File: config.mk
export PLATFORM = sky130hd
export DESIGN_NAME = vga_timing_gen
export DESIGN_NICKNAME = d
export VERILOG_FILES = /design/src/rtl/vga_pkg.sv /design/src/rtl/axis_counter.sv /design/src/rtl/vga_timing_gen.sv
export SDC_FILE = /design/constraint.sdc
export NUM_CORES = 1
export LEC_CHECK = 0
export CAP_MARGIN = 10
export CORE_ASPECT_RATIO = 1.1
export CORE_MARGIN = 5
export CORE_UTILIZATION = 58
export DETAILED_ROUTE_END_ITERATION = 16
export MAX_ROUTING_LAYER = met4
export PLACE_DENSITY = 0.9
export SETUP_SLACK_MARGIN = 0.5
export SYNTH_ARGS = -nofsm -noshare
export SYNTH_HDL_FRONTEND = slang
export SYNTH_HIERARCHICAL = 1
export SYNTH_SLANG_ARGS = --single-unit
export TNS_END_PERCENT = 5
File: constraint.sdc
create_clock -name clk -period 3.8 [get_ports clk]
set_clock_uncertainty 0.2 [all_clocks]
set_input_delay 0.76 -clock clk [delete_from_list [all_inputs] [get_ports clk]]
set_output_delay 0.76 -clock clk [all_outputs]
set_load 0.02 [all_outputs]
File: src/rtl/vga_pkg.sv
// Shared 640x480@60 raster constants and the playfield geometry used by the
// timing generator and the downstream background/sprite pixel mappers.
package vga_pkg;

    localparam int COORD_W = 10;

    localparam int VGA_H_ACTIVE = 640;
    localparam int VGA_H_FP     = 16;
    localparam int VGA_H_SYNC   = 96;
    localparam int VGA_H_BP     = 48;

    localparam int VGA_V_ACTIVE = 480;
    localparam int VGA_V_FP     = 10;
    localparam int VGA_V_SYNC   = 2;
    localparam int VGA_V_BP     = 33;

    localparam int VGA_H_TOTAL = VGA_H_ACTIVE + VGA_H_FP + VGA_H_SYNC + VGA_H_BP;
    localparam int VGA_V_TOTAL = VGA_V_ACTIVE + VGA_V_FP + VGA_V_SYNC + VGA_V_BP;

    // Playfield is a 14x12 grid of 32-pixel tiles with its origin at (96,64).
    localparam int TILE_SIZE = 32;
    localparam int PLAY_X0   = 96;
    localparam int PLAY_X1   = 544;
    localparam int PLAY_Y0   = 64;
    localparam int PLAY_Y1   = 448;

    typedef logic [COORD_W-1:0] coord_t;

    // Half-open window test lo <= v < hi on unsigned coordinates.
    function automatic logic in_window(coord_t v, int lo, int hi);
        return (v >= coord_t'(lo)) && (v < coord_t'(hi));
    endfunction

endpackage

File: src/rtl/axis_counter.sv
// One raster axis: modulus counter with increment enable, a wrap strobe and
// registered decodes (coordinate, active, sync, playfield, first-position).
module axis_counter
    import vga_pkg::*;
#(
    parameter int MODULUS    = VGA_H_TOTAL,
    parameter int ACT_END    = VGA_H_ACTIVE,
    parameter int SYNC_START = VGA_H_ACTIVE + VGA_H_FP,
    parameter int SYNC_END   = VGA_H_ACTIVE + VGA_H_FP + VGA_H_SYNC,
    parameter int PLAY_START = PLAY_X0,
    parameter int PLAY_END   = PLAY_X1
) (
    input  logic   clk,
    input  logic   rst_n,
    input  logic   tick,
    input  logic   inc,
    output coord_t cnt_q,
    output logic   wrap,
    output logic   active_q,
    output logic   sync_q,
    output logic   play_q,
    output logic   first_q
);

    localparam coord_t LAST = coord_t'(MODULUS - 1);

    coord_t cnt;

    assign wrap = inc && (cnt == LAST);

    // The decode stage samples on every pixel tick, not only when this axis
    // advances, so the vertical flags stay aligned with the horizontal ones.
    always_ff @(posedge clk or negedge rst_n) begin
        if (!rst_n) begin
            cnt      <= '0;
            cnt_q    <= '0;
            active_q <= 1'b0;
            sync_q   <= 1'b0;
            play_q   <= 1'b0;
            first_q  <= 1'b0;
        end else begin
            first_q <= tick && (cnt == '0);
            if (inc) begin
                cnt <= wrap ? '0 : cnt + 1'b1;
            end
            if (tick) begin
                cnt_q    <= cnt;
                active_q <= in_window(cnt, 0, ACT_END);
                sync_q   <= in_window(cnt, SYNC_START, SYNC_END);
                play_q   <= in_window(cnt, PLAY_START, PLAY_END);
            end
        end
    end

endmodule

File: src/rtl/vga_timing_gen.sv
// 640x480@60 raster timing generator: global pixel coordinates, sync,
// blanking, playfield and line/frame markers, all one tick behind the counters.
module vga_timing_gen
    import vga_pkg::*;
#(
    parameter int H_ACTIVE        = VGA_H_ACTIVE,
    parameter int H_FP            = VGA_H_FP,
    parameter int H_SYNC          = VGA_H_SYNC,
    parameter int H_BP            = VGA_H_BP,
    parameter int V_ACTIVE        = VGA_V_ACTIVE,
    parameter int V_FP            = VGA_V_FP,
    parameter int V_SYNC          = VGA_V_SYNC,
    parameter int V_BP            = VGA_V_BP,
    parameter bit SYNC_ACTIVE_LOW = 1'b1,
    parameter int PLAY_X0         = vga_pkg::PLAY_X0,
    parameter int PLAY_X1         = vga_pkg::PLAY_X1,
    parameter int PLAY_Y0         = vga_pkg::PLAY_Y0,
    parameter int PLAY_Y1         = vga_pkg::PLAY_Y1
) (
    input  logic               clk,
    input  logic               rst_n,
    input  logic               tick_en,
    output logic [COORD_W-1:0] global_pixel_x,
    output logic [COORD_W-1:0] global_pixel_y,
    output logic               hsync,
    output logic               vsync,
    output logic               video_on,
    output logic               playfield_on,
    output logic               line_start,
    output logic               frame_start,
    output logic [7:0]         frame_count
);

    localparam int H_TOTAL = H_ACTIVE + H_FP + H_SYNC + H_BP;
    localparam int V_TOTAL = V_ACTIVE + V_FP + V_SYNC + V_BP;

    if (H_TOTAL > (1 << COORD_W) || V_TOTAL > (1 << COORD_W)) begin : g_bad_totals
        $error("vga_timing_gen: raster totals do not fit the coordinate width");
    end

    coord_t h_cnt_q, v_cnt_q;
    logic   h_wrap, v_wrap;
    logic   h_act_q, h_sync_q, h_play_q, h_first_q;
    logic   v_act_q, v_sync_q, v_play_q, v_first_q;

    axis_counter #(
        .MODULUS    (H_TOTAL),
        .ACT_END    (H_ACTIVE),
        .SYNC_START (H_ACTIVE + H_FP),
        .SYNC_END   (H_ACTIVE + H_FP + H_SYNC),
        .PLAY_START (PLAY_X0),
        .PLAY_END   (PLAY_X1)
    ) u_h_axis (
        .clk      (clk),
        .rst_n    (rst_n),
        .tick     (tick_en),
        .inc      (tick_en),
        .cnt_q    (h_cnt_q),
        .wrap     (h_wrap),
        .active_q (h_act_q),
        .sync_q   (h_sync_q),
        .play_q   (h_play_q),
        .first_q  (h_first_q)
    );

    axis_counter #(
        .MODULUS    (V_TOTAL),
        .ACT_END    (V_ACTIVE),
        .SYNC_START (V_ACTIVE + V_FP),
        .SYNC_END   (V_ACTIVE + V_FP + V_SYNC),
        .PLAY_START (PLAY_Y0),
        .PLAY_END   (PLAY_Y1)
    ) u_v_axis (
        .clk      (clk),
        .rst_n    (rst_n),
        .tick     (tick_en),
        .inc      (h_wrap),
        .cnt_q    (v_cnt_q),
        .wrap     (v_wrap),
        .active_q (v_act_q),
        .sync_q   (v_sync_q),
        .play_q   (v_play_q),
        .first_q  (v_first_q)
    );

    // v_wrap already implies h_wrap and tick_en: this is the last-pixel edge.
    always_ff @(posedge clk or negedge rst_n) begin
        if (!rst_n) begin
            frame_count <= 8'd0;
        end else if (v_wrap) begin
            frame_count <= frame_count + 8'd1;
        end
    end

    assign global_pixel_x = h_cnt_q;
    assign global_pixel_y = v_cnt_q;
    assign hsync          = h_sync_q ^ SYNC_ACTIVE_LOW;
    assign vsync          = v_sync_q ^ SYNC_ACTIVE_LOW;
    assign video_on       = h_act_q & v_act_q;
    assign playfield_on   = h_play_q & v_play_q;
    assign line_start     = h_first_q;
    assign frame_start    = h_first_q & v_first_q;

endmodule
==> flow_summary.json, run 1 <==
{
  "status": "completed",
  "core_area_um2": 4587,
  "place_hpwl_um": 3320,
  "drv_slew": 0,
  "cts-resized-gates": 0,
  "postCtsHoldBufs": 0,
  "fillers": 322,
  "worstPathArrival_ns": 2.81,
  "worstPathMaxFanout": 7,
  "synth_nets": 235,
  "n_antenna_cell": 0,
  "synthCells": 227,
  "area_growth_pct": 17.69,
  "synth_most_common_cell": "dfrtp_1",
  "portBuffers": 36,
  "grt_max_degree": 57,
  "via_count": 1775,
  "row_count": 26,
  "drt-total-wl_um": 4832,
  "ys_seq_area_share_pct": 51.88,
  "synth_ff_type": "dfrtp_1",
  "first_iter_violations": 152,
  "cp_data_required_time_ns": 3.83,
  "powerDensity_nw_per_um2": 424.7,
  "fmax_mhz": 359.2,
  "slew_headroom_pct": 54.49,
  "drcViolationCount": 0,
  "period_share_pct": 73.26,
  "cts_max_level": 2,
  "synthTopCellsByCount": "dfrtp_1 (56), mux2_2 (23), inv_1 (14)",
  "pre_cts_ws_ns": 0.6759,
  "cts_tree": "yes",
  "synthArstFlopShare_pct": 100.0,
  "hold_viol_final": 0,
  "p_sw_uw": 359.8,
  "postPlaceCellArea_um2": 3053,
  "dr.pass1.iters": 4,
  "viasPerCell": 5.617,
  "synth.area.top_cells": "dfrtp_1 (52%), mux2_2 (9.6%), xor2_1 (3.6%)",
  "antenna_found_initial": 0,
  "clockBufferDepth": 2,
  "grt_util_all_layers_pct": 18.78,
  "synth-edff-count": 0,
  "yosysWarnings": 6,
  "endpoint_kind": "flop",
  "cp-start-kind": "primary input",
  "nNetsFinal": 267,
  "grt_pass1_vias": 1791,
  "synth.distinct_cells": 49,
  "vdd_drop_max_mv": 0.2469,
  "avgSynthCellArea_um2": 11.90,
  "finish.utilization_pct": 69.31,
  "cts_root_buffer": "clkbuf_8",
  "yosysTopAreaCell": "dfrtp_1",
  "setup_slack_ns": 1.016,
  "finalCriticalPeriod_ns": 2.784,
  "clkPwrFrac_pct": 30.8,
  "die_area_um2": 6124,
  "seq_power_share_pct": 53.4,
  "fin_cells": 316,
  "grt_pass1_wl_um": 8549,
  "synth_top_area_share_pct": 51.88,
  "cap_violations": 0,
  "drive_gt1_share_pct": 20.77,
  "overflow": 0,
  "switching_share_pct": 26.65,
  "start_util_pct": 58.89,
  "rsz0062_at_grt": "no",
  "clk_pin_slew_worst_paths_ns": 0.09,
  "gp_congestion": 0.8331,
  "tightest_slew_ns": 0.6827,
  "cts_setup_buffers": 0,
  "comb_power_share_pct": 15.9,
  "intPower_uw": 990.4,
  "place_inst": 308,
  "ant_nets": 0,
  "power.leakage_uw": 0.001407,
  "numCtsBuffers": 5,
  "cts.sink_count": 56,
  "ios": 37,
  "wl_per_cell_um": 15.29,
  "clkLatencyLatePin_ns": 0.31,
  "setup_viol": 0,
  "die_w_um": 75.07,
  "critPathKind": "primary input to flop",
  "final_area_um2": 3179,
  "min_path_type": "flop to flop",
  "die_y_um": 81.58,
  "synth_area_um2": 2701,
  "synth-seq-cells": 56,
  "fin_setup_tns_ns": 0
}
[sequential cells by signal, summed over array words and instances (netlist names)]
signal and flops:
u_h_axis/play_q 1, u_h_axis/active_q 1, u_h_axis/sync_q 1, u_v_axis/cnt 10, u_v_axis/sync_q 1, u_v_axis/active_q 1, u_h_axis/cnt 10, u_h_axis/cnt_q 10
frame_count 8, u_v_axis/cnt_q 10, u_h_axis/first_q 1, u_v_axis/play_q 1, u_v_axis/first_q 1
[per-layer routing]
metal / global-route usage (%) / vias to the layer above / part of all wire, % / routed length [µm]
met2: 29.09 / 37 / 51 / 2472
met1: 24.34 / 867 / 43 / 2089
met4: 6.940 / 0 / 1.5 / 74
li1: - / 864 / - / -
met5: - / - / 0 / 0
met3: 3.917 / 7 / 4.1 / 196
[cell usage in the layout (no fill, tap or decap), types with 3 or more instances in the layout]
| master | netlist | routed |
|---|---|---|
| nand3_1 | 6 | 6 |
| and2_1 | 3 | 3 |
| clkdlybuf4s50_1 | 0 | 35 |
| xnor2_1 | 6 | 6 |
| buf_4 | 4 | 3 |
| o21ai_0 | 5 | 5 |
| ha_1 | 5 | 5 |
| nand4_1 | 10 | 10 |
| xor2_1 | 11 | 11 |
| nor2_1 | 8 | 8 |
| dfrtp_1 | 56 | 56 |
| nand2_1 | 13 | 13 |
| inv_1 | 14 | 14 |
| clkbuf_8 | 0 | 7 |
| nor3_1 | 8 | 8 |
| mux2_2 | 23 | 23 |
| nand4_2 | 3 | 3 |
[critical path, cell delays in order]
cell	delay (ns)
clkdlybuf4s50_1	0.49
nand4_2	0.17
nor4_4	0.34
nand3_4	0.15
nor2_1	0.41
nand4_2	0.18
nor2_2	0.12
xor2_1	0.19
[power groups by stage]
stage	Sequential, µW	Clock (µW)	Combinational [µW]
2_1_floorplan	746	0	104
3_3_place_gp	731	0	209
3_5_place_dp	734	0	217
4_1_cts	722	422	218
5_1_grt	732	448	234
6_report	720	416	214
[cell families (layout without fill, tap and decap cells)]
| kind of cell | Yosys count | count (layout) | synth area share [%] |
|---|---|---|---|
| AND/OR/NAND/NOR | 71 | 71 | 17.28 |
| flip-flops | 56 | 56 | 51.88 |
| buffers and inverters | 28 | 61 | 5.512 |
| AO/OA/AOI/OAI | 25 | 25 | 7.179 |
| multiplexers | 25 | 25 | 10.33 |
| XOR/XNOR | 17 | 17 | 5.512 |
| adder cells (fa/ha/maj) | 5 | 5 | 2.316 |
[area by class of cell]
type	count	area, µm²	area share, %
multi-input cells	143	1151	36.21
clock inverters	1	30.03	0.9445
flip-flops and latches	56	1401	44.08
well taps	56	70.07	2.204
repair buffers	39	377.9	11.89
clock buffers	7	96.34	3.030
inverters	14	52.55	1.653
[final timing paths]
check	from	to	slack (ns)	cells after the start
setup / recovery	tick_en	frame_count[5]	1.02	8
hold / removal	frame_count[7]	frame_count[7]	0.28	1
setup reg to reg	u_h_axis/cnt[0]	frame_count[5]	1.26	8
hold reg to reg	frame_count[7]	frame_count[7]	0.28	1
max in group asynchronous	rst_n	u_v_axis/cnt[4]	2.58	2
min in group asynchronous	rst_n	u_v_axis/cnt_q[8]	0.37	2
[stage by stage]
| stage | power (µW) | hold WS [ns] |
|---|---|---|
| after floorplan | 850.4 | 0.2435 |
| after CTS | 1362 | 0.2811 |
| after detailed placement | 950.1 | 0.2642 |
| final | 1350 | 0.2787 |
| after global routing | 1414 | 0.2897 |
| after global placement | 939.9 | 0.2525 |
Note: power is estimated with default switching activity, not from simulation.
==> inputs of run 2 (changes only) <==
CORE_UTILIZATION = 49   (was 58)
PLACE_DENSITY = 0.81   (was 0.9)
clock period = 2.4 ns   (was 3.8 ns; I/O delays follow)
==> flow_summary.json, run 2 (synthesis gave the netlist of run 1 again) <==
{
  "clk_pin_slew_worst_paths_ns": 0.11,
  "finalCriticalPeriod_ns": 2.101,
  "wl_per_cell_um": 14.63,
  "overflow": 0,
  "cp-start-kind": "flop",
  "hold_viol_final": 0,
  "ant_nets": 0,
  "vdd_drop_max_mv": 0.3773,
  "reg2reg_depth": 6,
  "drt-total-wl_um": 5179,
  "cts_root_buffer": "clkbuf_8",
  "finish.utilization_pct": 62.86,
  "n_antenna_cell": 0,
  "slew_headroom_pct": 66.47,
  "layout_common_cells": "dfrtp_1 (55), clkdlybuf4s50_1 (33), mux2_2 (23)",
  "cts_max_level": 2,
  "portBuffers": 36,
  "die_area_um2": 7099,
  "die_w_um": 80.80,
  "crit_slowest_cell": "clkdlybuf4s50_1",
  "hold_path_end": "u_h_axis/active_q",
  "setup_viol": 0,
  "first_iter_violations": 75,
  "hold_depth": 1,
  "power.leakage_uw": 0.001495,
  "path_cells": "clkdlybuf4s50_1",
  "tightest_slew_ns": 0.5029,
  "grt_util_all_layers_pct": 16.76,
  "cp_data_required_time_ns": 1.72,
  "gp_congestion": 0.8419,
  "core_area_um2": 5360,
  "timing.rr.end": "u_v_axis/cnt[9]",
  "cpPeakStageDelay_ns": 0.65,
  "period_share_pct": 87.53,
  "worstReg2RegStart": "u_h_axis/cnt[5]",
  "grt_max_degree": 41,
  "cap_violations": 0,
  "clkLatencyLatePin_ns": 0.31,
  "multi_input_area_um2": 1206,
  "place_hpwl_um": 3634,
  "nNetsFinal": 286,
  "r2r_slack_ns": 0.31,
  "numCtsBuffers": 5,
  "dr.pass1.iters": 4,
  "fin_cells": 354,
  "drive_gt1_share_pct": 27.96,
  "drcViolationCount": 0,
  "status": "completed",
  "die_y_um": 87.87,
  "cts_tree": "yes",
  "register_area_um2": 1403,
  "via_count": 1887,
  "grt_pass1_wl_um": 8935,
  "postPlaceCellArea_um2": 3181,
  "clockBufferDepth": 2,
  "viasPerCell": 5.331,
  "powerDensity_nw_per_um2": 616.5,
  "area_growth_pct": 24.73,
  "start_util_pct": 50.40,
  "cts.sink_count": 56,
  "cp_num_cells": 1,
  "fillers": 425,
  "ios": 37,
  "endpoint_kind": "primary output",
  "critPathKind": "flop to primary output",
  "final_area_um2": 3369,
  "place_inst": 337,
  "grt_pass1_vias": 1916,
  "crit_buf_inv": 1,
  "hp-start": "u_h_axis/active_q",
  "fmax_mhz": 476.0,
  "layout_commonest_cell": "dfrtp_1",
  "antenna_found_initial": 0,
  "worstPathMaxFanout": 5,
  "rsz0062_at_grt": "yes",
  "worstPathArrival_ns": 1.42,
  "min_path_type": "flop to flop",
  "row_count": 28,
  "crit_family": "buffers and inverters",
  "drv_slew": 0
}
[run 2: cell count changes in the layout (fill, tap and decap cells not counted), sizes merged]
| cell | previous run | this run |
|---|---|---|
| buf | 4 | 22 |
| bufinv | 1 | 0 |
| clkbuf | 7 | 5 |
| clkdlybuf4s50 | 35 | 33 |
| clkinv | 0 | 1 |
| clkinvlp | 0 | 1 |
| dlygate4sd2 | 0 | 2 |
| dlygate4sd3 | 0 | 1 |
| inv | 14 | 15 |
[run 2: final cells by class]
class | instances | area share [%]
Clock buffer | 5 | 2.042
Clock inverter | 3 | 0.6313
Inverter | 14 | 1.560
Multi-Input combinational cell | 143 | 35.80
Sequential cell | 56 | 41.63
Tap cell | 75 | 2.785
Timing Repair Buffer | 58 | 15.56
[run 2: routing by layer]
| layer | vias to the layer above | share of wire (%) | track usage [%] | routed length [µm] |
|---|---|---|---|---|
| li1 | 904 | - | - | - |
| met1 | 952 | 44 | 20.32 | 2284 |
| met2 | 26 | 52 | 28.46 | 2685 |
| met3 | 5 | 2.5 | 3.086 | 132 |
| met4 | 0 | 1.5 | 5.069 | 76 |
| met5 | - | 0 | - | 0 |
[run 2: metrics by stage]
stage / setup slack (ns) / power (µW) / hold WS, ns / TNS, ns
2_1_floorplan: 0.1802 / 1364 / -0.01559 / 0
3_3_place_gp: -0.1378 / 1546 / 0.2585 / -1.119
3_5_place_dp: -0.2365 / 1559 / 0.2707 / -2.040
4_1_cts: 0.2761 / 2093 / 0.2921 / 0
5_1_grt: 0.1989 / 2190 / 0.3185 / 0
6_report: 0.2992 / 2077 / 0.2873 / 0
[run 2: timing repair]
| item | 4_1_cts | 5_1_grt |
|---|---|---|
| endpoints found under the setup margin | 56 | 53 |
| buffers inserted | 3 | 5 |
| hold buffers | 1 | 0 |
| endpoints found under the hold margin | 20 | 0 |
| resized for setup | 6 | 1 |
| cloned | 0 | 0 |
| pin swaps | 3 | 2 |
[run 2: worst max path at each step]
stage,startpoint,end,slack [ns]
2_1_floorplan,u_h_axis/cnt[0],frame_count[5],0.18
3_3_place_gp,tick_en,u_v_axis/cnt[8],-0.14
3_5_place_dp,tick_en,u_v_axis/cnt[8],-0.24
4_1_cts,frame_count[2],frame_count[2],0.28
5_1_grt,u_v_axis/cnt[5],frame_count[7],0.20
6_report,frame_count[2],frame_count[2],0.30
[run 2: power by group]
group | switching (µW) | internal, µW | leakage, µW
combinational | 222 | 219 | 0.000730
clock | 308 | 208 | 0.0000445
sequential | 87.2 | 1030 | 0.000720
total | 617 | 1460 | 0.00150
